==> config.mk <==
export PLATFORM = sky130hd
export DESIGN_NAME = multicycle_control
export DESIGN_NICKNAME = d
export VERILOG_FILES = /design/src/rtl/mips_pkg.sv /design/src/rtl/multicycle_control.sv
export SDC_FILE = /design/constraint.sdc
export NUM_CORES = 1
export LEC_CHECK = 0
export ABC_AREA = 1
export BUFFER_PORTS_ARGS = -buffer_cell sky130_fd_sc_hd__buf_2
export CORE_MARGIN = 8
export CORE_UTILIZATION = 51
export CTS_CLUSTER_DIAMETER = 60
export DETAILED_ROUTE_END_ITERATION = 16
export MAX_ROUTING_LAYER = met4
export PLACE_DENSITY = 0.79
export SYNTH_ARGS = -nofsm -noshare
export SYNTH_HDL_FRONTEND = slang
export SYNTH_SLANG_ARGS = --single-unit
==> constraint.sdc <==
create_clock -name clk -period 1.4 [get_ports clk]
set_input_delay 0.07 -clock clk [delete_from_list [all_inputs] [get_ports clk]]
set_output_delay 0.07 -clock clk [all_outputs]
set_load 0.005 [all_outputs]
==> src/rtl/mips_pkg.sv <==
// Shared definitions for the multi-cycle MIPS control path: opcodes, mux encodings,
// FSM state enum and the control-strobe bundle driven to the datapath.
package mips_pkg;

    localparam int unsigned OPC_W = 6;

    localparam logic [OPC_W-1:0] OPC_RTYPE = 6'b000000;
    localparam logic [OPC_W-1:0] OPC_LW    = 6'b100011;
    localparam logic [OPC_W-1:0] OPC_SW    = 6'b101011;
    localparam logic [OPC_W-1:0] OPC_BEQ   = 6'b000100;
    localparam logic [OPC_W-1:0] OPC_ADDI  = 6'b001000;
    localparam logic [OPC_W-1:0] OPC_J     = 6'b000010;

    localparam logic [1:0] ALUOP_ADD   = 2'b00;
    localparam logic [1:0] ALUOP_SUB   = 2'b01;
    localparam logic [1:0] ALUOP_FUNCT = 2'b10;

    localparam logic [1:0] SRCB_B       = 2'b00;
    localparam logic [1:0] SRCB_FOUR    = 2'b01;
    localparam logic [1:0] SRCB_IMM     = 2'b10;
    localparam logic [1:0] SRCB_IMM_SH2 = 2'b11;

    localparam logic [1:0] PCSRC_ALU    = 2'b00;
    localparam logic [1:0] PCSRC_ALUOUT = 2'b01;
    localparam logic [1:0] PCSRC_JUMP   = 2'b10;

    localparam logic CAUSE_ILLEGAL = 1'b0;
    localparam logic CAUSE_TIMEOUT = 1'b1;

    typedef enum logic [3:0] {
        ST_IDLE   = 4'd0,
        ST_FETCH  = 4'd1,
        ST_DECODE = 4'd2,
        ST_MEMADR = 4'd3,
        ST_MEMRD  = 4'd4,
        ST_MEMWB  = 4'd5,
        ST_MEMWR  = 4'd6,
        ST_EXEC   = 4'd7,
        ST_ALUWB  = 4'd8,
        ST_BRANCH = 4'd9,
        ST_ADDIEX = 4'd10,
        ST_ADDIWB = 4'd11,
        ST_JUMP   = 4'd12,
        ST_TRAP   = 4'd13
    } state_e;

    typedef struct packed {
        logic       pcwrite;
        logic       pcwritecond;
        logic       iord;
        logic       memread;
        logic       memwrite;
        logic       irwrite;
        logic       memtoreg;
        logic       regdst;
        logic       regwrite;
        logic       alusrca;
        logic [1:0] alusrcb;
        logic [1:0] aluop;
        logic [1:0] pcsrc;
        logic       instr_done;
        logic       trap;
        logic       trap_cause;
    } ctrl_t;

    // States that stall on the memory handshake and run the wait counter.
    function automatic logic is_wait_state(input state_e st);
        return (st == ST_FETCH) || (st == ST_MEMRD) || (st == ST_MEMWR);
    endfunction

endpackage

==> src/rtl/multicycle_control.sv <==
// Moore-style sequencer for the shared multi-cycle MIPS datapath, with a memory
// wait counter that traps on handshake timeout and on unknown opcodes.
module multicycle_control
    import mips_pkg::*;
#(
    parameter int unsigned MEM_TIMEOUT = 15,
    parameter int unsigned TMR_W       = 8
) (
    input  logic       clk,
    input  logic       rst_n,
    input  logic [5:0] opcode,
    input  logic       mem_ready,
    output logic       pcwrite,
    output logic       pcwritecond,
    output logic       iord,
    output logic       memread,
    output logic       memwrite,
    output logic       irwrite,
    output logic       memtoreg,
    output logic       regdst,
    output logic       regwrite,
    output logic       alusrca,
    output logic [1:0] alusrcb,
    output logic [1:0] aluop,
    output logic [1:0] pcsrc,
    output logic       instr_done,
    output logic       trap,
    output logic       trap_cause,
    output logic [3:0] state
);

    localparam logic             TMO_EN   = (MEM_TIMEOUT != 0);
    localparam logic [TMR_W-1:0] TMR_MAX  = '1;
    localparam logic [TMR_W-1:0] TMR_LAST = TMR_W'((MEM_TIMEOUT == 0) ? 0 : MEM_TIMEOUT - 1);

    state_e           state_q, state_d;
    logic [TMR_W-1:0] cnt_q, cnt_d;
    logic             cause_q, cause_d;
    logic             timeout_c;
    ctrl_t            ctrl_c;

    // A ready handshake in the same cycle always beats the timeout.
    assign timeout_c = TMO_EN && !mem_ready && (cnt_q == TMR_LAST);

    // Next-state, trap cause and wait-counter update.
    always_comb begin
        state_d = state_q;
        cause_d = cause_q;
        cnt_d   = '0;
        case (state_q)
            ST_IDLE: state_d = ST_FETCH;
            ST_FETCH: begin
                if (mem_ready) begin
                    state_d = ST_DECODE;
                end else if (timeout_c) begin
                    state_d = ST_TRAP;
                    cause_d = CAUSE_TIMEOUT;
                end
            end
            ST_DECODE: begin
                case (opcode)
                    OPC_RTYPE:      state_d = ST_EXEC;
                    OPC_LW, OPC_SW: state_d = ST_MEMADR;
                    OPC_BEQ:        state_d = ST_BRANCH;
                    OPC_ADDI:       state_d = ST_ADDIEX;
                    OPC_J:          state_d = ST_JUMP;
                    default: begin
                        state_d = ST_TRAP;
                        cause_d = CAUSE_ILLEGAL;
                    end
                endcase
            end
            ST_MEMADR: state_d = (opcode == OPC_LW) ? ST_MEMRD : ST_MEMWR;
            ST_MEMRD: begin
                if (mem_ready) begin
                    state_d = ST_MEMWB;
                end else if (timeout_c) begin
                    state_d = ST_TRAP;
                    cause_d = CAUSE_TIMEOUT;
                end
            end
            ST_MEMWR: begin
                if (mem_ready) begin
                    state_d = ST_FETCH;
                end else if (timeout_c) begin
                    state_d = ST_TRAP;
                    cause_d = CAUSE_TIMEOUT;
                end
            end
            ST_EXEC:   state_d = ST_ALUWB;
            ST_ADDIEX: state_d = ST_ADDIWB;
            ST_MEMWB, ST_ALUWB, ST_ADDIWB, ST_BRANCH, ST_JUMP, ST_TRAP:
                state_d = ST_FETCH;
            default:   state_d = ST_IDLE;
        endcase

        // Counter restarts on every entry to a wait state and saturates otherwise.
        if (is_wait_state(state_q) && (state_d == state_q) && !mem_ready) begin
            cnt_d = (cnt_q == TMR_MAX) ? cnt_q : cnt_q + TMR_W'(1);
        end
    end

    // Per-state control decode; FETCH additionally qualifies IR/PC writes with mem_ready.
    always_comb begin
        ctrl_c = '0;
        case (state_q)
            ST_FETCH: begin
                ctrl_c.memread = 1'b1;
                ctrl_c.alusrcb = SRCB_FOUR;
                ctrl_c.aluop   = ALUOP_ADD;
                ctrl_c.pcsrc   = PCSRC_ALU;
                ctrl_c.irwrite = mem_ready;
                ctrl_c.pcwrite = mem_ready;
            end
            ST_DECODE: begin
                ctrl_c.alusrcb = SRCB_IMM_SH2;
                ctrl_c.aluop   = ALUOP_ADD;
            end
            ST_MEMADR: begin
                ctrl_c.alusrca = 1'b1;
                ctrl_c.alusrcb = SRCB_IMM;
                ctrl_c.aluop   = ALUOP_ADD;
            end
            ST_MEMRD: begin
                ctrl_c.memread = 1'b1;
                ctrl_c.iord    = 1'b1;
            end
            ST_MEMWB: begin
                ctrl_c.memtoreg   = 1'b1;
                ctrl_c.regwrite   = 1'b1;
                ctrl_c.instr_done = 1'b1;
            end
            ST_MEMWR: begin
                ctrl_c.memwrite   = 1'b1;
                ctrl_c.iord       = 1'b1;
                ctrl_c.instr_done = mem_ready;
            end
            ST_EXEC: begin
                ctrl_c.alusrca = 1'b1;
                ctrl_c.alusrcb = SRCB_B;
                ctrl_c.aluop   = ALUOP_FUNCT;
            end
            ST_ALUWB: begin
                ctrl_c.regdst     = 1'b1;
                ctrl_c.regwrite   = 1'b1;
                ctrl_c.instr_done = 1'b1;
            end
            ST_BRANCH: begin
                ctrl_c.alusrca     = 1'b1;
                ctrl_c.alusrcb     = SRCB_B;
                ctrl_c.aluop       = ALUOP_SUB;
                ctrl_c.pcwritecond = 1'b1;
                ctrl_c.pcsrc       = PCSRC_ALUOUT;
                ctrl_c.instr_done  = 1'b1;
            end
            ST_ADDIEX: begin
                ctrl_c.alusrca = 1'b1;
                ctrl_c.alusrcb = SRCB_IMM;
                ctrl_c.aluop   = ALUOP_ADD;
            end
            ST_ADDIWB: begin
                ctrl_c.regwrite   = 1'b1;
                ctrl_c.instr_done = 1'b1;
            end
            ST_JUMP: begin
                ctrl_c.pcwrite    = 1'b1;
                ctrl_c.pcsrc      = PCSRC_JUMP;
                ctrl_c.instr_done = 1'b1;
            end
            ST_TRAP: begin
                ctrl_c.trap       = 1'b1;
                ctrl_c.trap_cause = cause_q;
            end
            default: ctrl_c = '0;
        endcase
    end

    // State, wait counter and latched trap cause; reset aborts any in-flight access.
    always_ff @(posedge clk or negedge rst_n) begin
        if (!rst_n) begin
            state_q <= ST_IDLE;
            cnt_q   <= '0;
            cause_q <= 1'b0;
        end else begin
            state_q <= state_d;
            cnt_q   <= cnt_d;
            cause_q <= cause_d;
        end
    end

    assign pcwrite     = ctrl_c.pcwrite;
    assign pcwritecond = ctrl_c.pcwritecond;
    assign iord        = ctrl_c.iord;
    assign memread     = ctrl_c.memread;
    assign memwrite    = ctrl_c.memwrite;
    assign irwrite     = ctrl_c.irwrite;
    assign memtoreg    = ctrl_c.memtoreg;
    assign regdst      = ctrl_c.regdst;
    assign regwrite    = ctrl_c.regwrite;
    assign alusrca     = ctrl_c.alusrca;
    assign alusrcb     = ctrl_c.alusrcb;
    assign aluop       = ctrl_c.aluop;
    assign pcsrc       = ctrl_c.pcsrc;
    assign instr_done  = ctrl_c.instr_done;
    assign trap        = ctrl_c.trap;
    assign trap_cause  = ctrl_c.trap_cause;
    assign state       = state_q;

endmodule

==> results of run 1 <==
kinds of logic (layout without fill, tap and decap cells):
logic type | count (synthesis) | in the layout | share of synthesized area
xor+xnor | 1 | 1 | 0.00813
simple gates | 111 | 111 | 0.480
fa+ha+maj | 2 | 2 | 0.0232
flops | 13 | 13 | 0.302
compound gates | 14 | 14 | 0.0685
buf+inv | 33 | 103 | 0.118
routing by layer:
metal / part of all wire / track usage / up-vias / wire length, um
met2: 0.46 / 0.425 / 155 / 2520
met4: 0.085 / 0.143 / 0 / 463
met1: 0.36 / 0.247 / 751 / 1970
li1: - / - / 688 / -
met3: 0.092 / 0.0658 / 52 / 501
met5: 0 / - / - / 0
sequential cells by signal, summed over array words and instances (netlist names):
| register | flops |
|---|---|
| state | 4 |
| cause_q | 1 |
| cnt_q | 8 |
cell usage in the layout (no fill, tap or decap), types with 8 or more instances in the layout:
cell type and count:
buf_2 29, buf_4 26, buf_6 11, dfrtp_1 10, inv_1 21, inv_2 8, nand2_1 28, nand3_1 22
nor2_1 26, o21ai_0 9
power groups by stage:
stage	combinational [mW]	clock, mW	sequential [mW]
after floorplan	0.730	0	0.537
after global placement	1.24	0	0.529
after detailed placement	1.28	0	0.535
after CTS	1.77	0.249	0.552
after global routing	2.49	0.268	0.574
final	2.34	0.262	0.572
worst max-delay path: cells and delay by family, from the launching register on:
| kind | cells | cell delay, ns |
|---|---|---|
| AND/OR/NAND/NOR | 5 | 0.45 |
| buffers and inverters | 2 | 0.30 |
| AO/OA/AOI/OAI | 1 | 0.11 |
| flip-flops | 1 | 0.47 |
area by class of cell:
class	instances	area, sq um	share of cell area
clock buffer	3	22.5	0.0128
inverter	32	128	0.0724
timing repair buffer	67	474	0.269
clock inverter	1	5.00	0.00284
multi-input combinational	128	771	0.437
sequential	13	329	0.187
tap	27	33.8	0.0192
repair_timing:
action / CTS / global route
hold endpoints to repair: 13 / 0
setup endpoints to repair: 23 / 28
pin swaps: 8 / 6
hold buffers: 1 / 0
buffers inserted: 13 / 11
gates resized for setup: 44 / 19
path summary, 6_finish.rpt:
path / from / endpoint / slack [ns]
max in group asynchronous: rst_n / state[1] / 0.91
min in group asynchronous: rst_n / cnt_q[3] / 0.21
max: state[2] / instr_done / -0.30
min reg2reg: cause_q / cause_q / 0.50
max reg2reg: state[2] / cnt_q[4] / -0.29
min: opcode[4] / state[1] / 0.17
==> impl_metrics.env, run 1 <==
export IMPL_outcome="complete, but fails checks"
export IMPL_violations="setup timing"
export IMPL_grt_overflow_total=0
export IMPL_worst_pin_slew_ns=0.499
export IMPL_skew_ns=0.00365
export IMPL_placed_cells=242
export IMPL_core_rowCount=16
export IMPL_switching_share=0.496
export IMPL_fin_tns_setup_ns=-4.87
export IMPL_holdPathStages=5
export IMPL_sequentialPowerShare=0.180
export IMPL_wl_per_cell_um=20.1
export IMPL_vias=1646
export IMPL_yosysTopAreaCellShare=0.302
export IMPL_synth_area_per_cell_sq_um=6.19
export IMPL_leakage_nw=0.956
export IMPL_crit_chain="inv_1, nand2_8, nor2_4, nor2_1, o21ai_1, nor2_1, nand3_1, buf_2"
export IMPL_final_cells=271
export IMPL_grt_pass1_vias=1436
export IMPL_utilization=0.890
export IMPL_netlist_top_cells_count="nand2_1 (34), nor2_1 (33), inv_1 (30)"
export IMPL_drv_cap=0
export IMPL_synthFlopType="dfrtp_1"
export IMPL_ant_nets=0
export IMPL_synth_cell_type_count=23
export IMPL_p_per_area_nw_per_um2=1800
export IMPL_power_mw=3.17
export IMPL_pwr_share_comb=0.737
export IMPL_max_slew_margin=0.665
export IMPL_cts_sinks=13
export IMPL_syn_inst=174
export IMPL_cts_root_buf="clkbuf_4"
export IMPL_fin_hold_ws_ns=0.165
export IMPL_fin_crit_sh=1.21
export IMPL_drc_errors=0
export IMPL_htreeDepth=1
export IMPL_p_sw_mw=1.57
export IMPL_dieArea_sq_um=3840
export IMPL_rsz0062_at_grt="yes"
export IMPL_slowest_stage="dfrtp_2"
export IMPL_synth_top_area_cell="dfrtp_1"
export IMPL_synth_seq_area_share=0.302
export IMPL_setup_viol=26
export IMPL_crit_path_start_kind="flop"
export IMPL_pre_cts_slack_ns=-0.0978
export IMPL_port_buffers=31
export IMPL_fin_nets=256
export IMPL_grt_pass1_wl_um=6660
export IMPL_syn_num_nets=185
export IMPL_antenna_found_initial=0
export IMPL_avgViaCountPerCell=6.07
export IMPL_max_stage_delay_ns=0.47
export IMPL_hold_class="in2reg"
export IMPL_cts_buffer_depth=2
export IMPL_reg2regPathDepth=9
export IMPL_die_y_um=62.0
export IMPL_synth_enable_flop_cells=0
export IMPL_fillers=101
export IMPL_crit_top_cell="nor2_1"
export IMPL_cts_tree="done"
export IMPL_placed_cell_area_sq_um=1340
export IMPL_p_int_mw=1.60
export IMPL_final_hold_viol_count=0
export IMPL_path_clk_slew_ns=0.09
export IMPL_area_delta_synth_final_pct=63.6
export IMPL_synth_area_leaders="dfrtp_1 (30%), nand2_1 (12%), nor2_1 (11%)"
export IMPL_routed_wl_um=5460
export IMPL_synth_seq_cells=13
export IMPL_cts_buffers=3
export IMPL_drive_above_1_share=0.471
export IMPL_start_util=0.544
export IMPL_clk_latency_ns=0.30
export IMPL_finalCriticalPeriod_ns=1.70
export IMPL_cp_required_ns=1.33
export IMPL_final_cell_area_sq_um=1760
export IMPL_gp_congestion=1.00
export IMPL_path_max_fanout=6
export IMPL_core_area_sq_um=1980
export IMPL_syn_area_sq_um=1080
export IMPL_first_pass_iters=6
export IMPL_crit_path_end_kind="output pin"
export IMPL_synth_most_common_cell="nand2_1"
export IMPL_fin_ws_ns=-0.301
export IMPL_vdd_drop_max_mv=1.24
export IMPL_die_x_um=62.0
export IMPL_dp_hpwl_um=2530
export IMPL_track_usage=0.247
export IMPL_p_clk_frac=0.082
export IMPL_synthArstFlopShare=1.00
export IMPL_ys_warn_count=0
export IMPL_crit_arrival_ns=1.63
export IMPL_grt_max_degree=14
export IMPL_drv_slew=0
export IMPL_path_class="reg2out"
export IMPL_drt_iter0_markers=185
export IMPL_fmax_ghz=0.588
export IMPL_n_antenna_cell=0
export IMPL_num_io_pins=32
Note: power is estimated with default switching activity, not from simulation.
==> run 2: changes to the inputs <==
CELL_PAD_IN_SITES_DETAIL_PLACEMENT = 0   (was unset)
CELL_PAD_IN_SITES_GLOBAL_PLACEMENT = 1   (was unset)
CORE_MARGIN = unset   (was 8)
CORE_UTILIZATION = 34   (was 51)
PLACE_DENSITY = unset   (was 0.79)
PLACE_DENSITY_LB_ADDON = 0.1   (was unset)
==> run 2 against run 1 <==
Against the previous run: the flow still finishes with violations (setup timing); die area decreased by 11%; global-route usage decreased by 4.0 points; worst hold slack got worse by 0.013 ns; largest power group unchanged; highest routed layer unchanged.
==> impl_metrics.env, run 2 (same netlist as run 1, synthesis figures left out) <==
export IMPL_worst_pin_slew_ns=0.429
export IMPL_dp_hpwl_um=2420
export IMPL_cts_tree="done"
export IMPL_cts_root_buf="clkbuf_4"
export IMPL_crit_path_start_kind="flop"
export IMPL_regToRegEndpoint="cnt_q[1]"
export IMPL_drt_iter0_markers=45
export IMPL_path_clk_slew_ns=0.09
export IMPL_cts_buffer_depth=2
export IMPL_dieArea_sq_um=3400
export IMPL_antenna_found_initial=0
export IMPL_p_sw_mw=1.32
export IMPL_cts_sinks=13
export IMPL_drv_cap=0
export IMPL_sequentialPowerShare=0.203
export IMPL_reg2regPathDepth=11
export IMPL_worstHoldEndpoint="state[1]"
export IMPL_fin_hold_ws_ns=0.152
export IMPL_clk_latency_ns=0.29
export IMPL_holdPathStages=5
export IMPL_final_common_cell="nand2_1"
export IMPL_placed_cells=263
export IMPL_max_stage_delay_ns=0.42
export IMPL_cp_required_ns=1.33
export IMPL_htreeDepth=1
export IMPL_cts_buffers=3
export IMPL_ant_nets=0
export IMPL_fmax_ghz=0.631
export IMPL_drc_errors=0
export IMPL_die_y_um=58.3
export IMPL_crit_chain="inv_2, nor2_4, buf_6, nand2_4, inv_4, nand2_4, inv_2, or2_4, buf_6"
export IMPL_core_rowCount=20
export IMPL_n_antenna_cell=0
export IMPL_pwr_share_comb=0.711
export IMPL_rrSetupSlack_ns=-0.16
export IMPL_skew_ns=0.00922
export IMPL_wl_per_cell_um=12.0
export IMPL_hold_start="opcode[4]"
export IMPL_gp_congestion=0.849
export IMPL_fin_tns_setup_ns=-2.06
export IMPL_vias=1336
export IMPL_final_hold_viol_count=0
export IMPL_routed_wl_um=3380
export IMPL_p_clk_frac=0.086
export IMPL_largest_register="cnt_q"
export IMPL_pre_cts_slack_ns=-0.0672
export IMPL_hold_class="in2reg"
export IMPL_fin_crit_sh=1.13
export IMPL_r2r_start="cnt_q[0]"
export IMPL_setup_viol=19
export IMPL_utilization=0.595
export IMPL_num_io_pins=32
export IMPL_grt_overflow_total=0
export IMPL_final_cell_mix="nand2_1 (28), buf_2 (27), buf_4 (23)"
export IMPL_max_slew_margin=0.711
export IMPL_grt_pass1_wl_um=5180
export IMPL_crit_arrival_ns=1.51
export IMPL_grt_pass1_vias=1186
export IMPL_avgViaCountPerCell=4.72
export IMPL_outcome="complete, but fails checks"
export IMPL_finalCriticalPeriod_ns=1.58
export IMPL_fin_ws_ns=-0.184
export IMPL_p_per_area_nw_per_um2=1580
export IMPL_drive_above_1_share=0.515
export IMPL_switching_share=0.464
export IMPL_track_usage=0.208
export IMPL_rsz0062_at_grt="yes"
export IMPL_violations="setup timing"
export IMPL_leakage_nw=0.934
export IMPL_vdd_drop_max_mv=0.752
export IMPL_start_util=0.356
export IMPL_path_max_fanout=3
export IMPL_path_class="reg2out"
export IMPL_fillers=297
export IMPL_area_delta_synth_final_pct=67.1
export IMPL_crit_path_end_kind="output pin"
export IMPL_first_pass_iters=4
export IMPL_final_cells=283
export IMPL_p_int_mw=1.53
export IMPL_die_x_um=58.3
export IMPL_port_buffers=31
export IMPL_critPathTopFamily="flip-flops"
export IMPL_grt_max_degree=14
export IMPL_fin_nets=251
export IMPL_path_buf_inv=5
export IMPL_slowest_stage="dfrtp_1"
export IMPL_drv_slew=0
export IMPL_largest_reg_flops=8
export IMPL_core_area_sq_um=3030
## run 2: worst max-delay path by stage
stage | start | endpoint | depth (start not counted)
final | state[0] | pcwrite | 9
after floorplan | state[3] | cnt_q[5] | 10
after CTS | state[0] | instr_done | 9
after global placement | cnt_q[1] | cnt_q[1] | 9
after global routing | cnt_q[0] | cnt_q[1] | 11
after detailed placement | cnt_q[0] | cnt_q[3] | 11
## run 2: stage by stage
| step | power (mW) | cell area (sq um) |
|---|---|---|
| after floorplan | 1.27 | 1080 |
| after global placement | 1.79 | 1390 |
| after detailed placement | 1.80 | 1390 |
| after CTS | 2.40 | 1620 |
| after global routing | 3.07 | 1800 |
| final | 2.85 | 1800 |
## run 2: what timing repair did
action,CTS,global route
setup endpoints to repair,22,28
gates cloned,0,0
pin swaps,10,11
resized for setup,39,47
buffers inserted,13,7
hold buffers,1,0
endpoints found under the hold margin,13,0
## run 2: layer usage
layer / global-route usage / up-vias / routed length [um]
met5: - / - / 0
met4: 0.0680 / 0 / 36
met3: 0.0484 / 6 / 131
met2: 0.332 / 26 / 1720
met1: 0.260 / 625 / 1490
li1: - / 679 / -
## run 2: cell type report
type / count / area [sq um] / area share
flip-flops and latches: 13 / 330 / 0.183
inverters: 32 / 130 / 0.0723
multi-input cells: 128 / 817 / 0.454
well taps: 44 / 55.1 / 0.0306
clock buffers: 4 / 26.3 / 0.0146
repair buffers: 62 / 442 / 0.245
## run 2: power by group through the flow
stage | logic, mW | registers (mW) | clock network (mW)
2_1_floorplan | 0.730 | 0.537 | 0
3_3_place_gp | 1.26 | 0.531 | 0
3_5_place_dp | 1.26 | 0.535 | 0
4_1_cts | 1.58 | 0.554 | 0.262
5_1_grt | 2.20 | 0.586 | 0.277
6_report | 2.03 | 0.579 | 0.246
## run 2: tightest hold or removal path, stage by stage
cell and delay [ns]:
buf_2 0.09, nor2_1 0.05, nand3_1 0.06, nand2_1 0.05, nand4_1 0.09
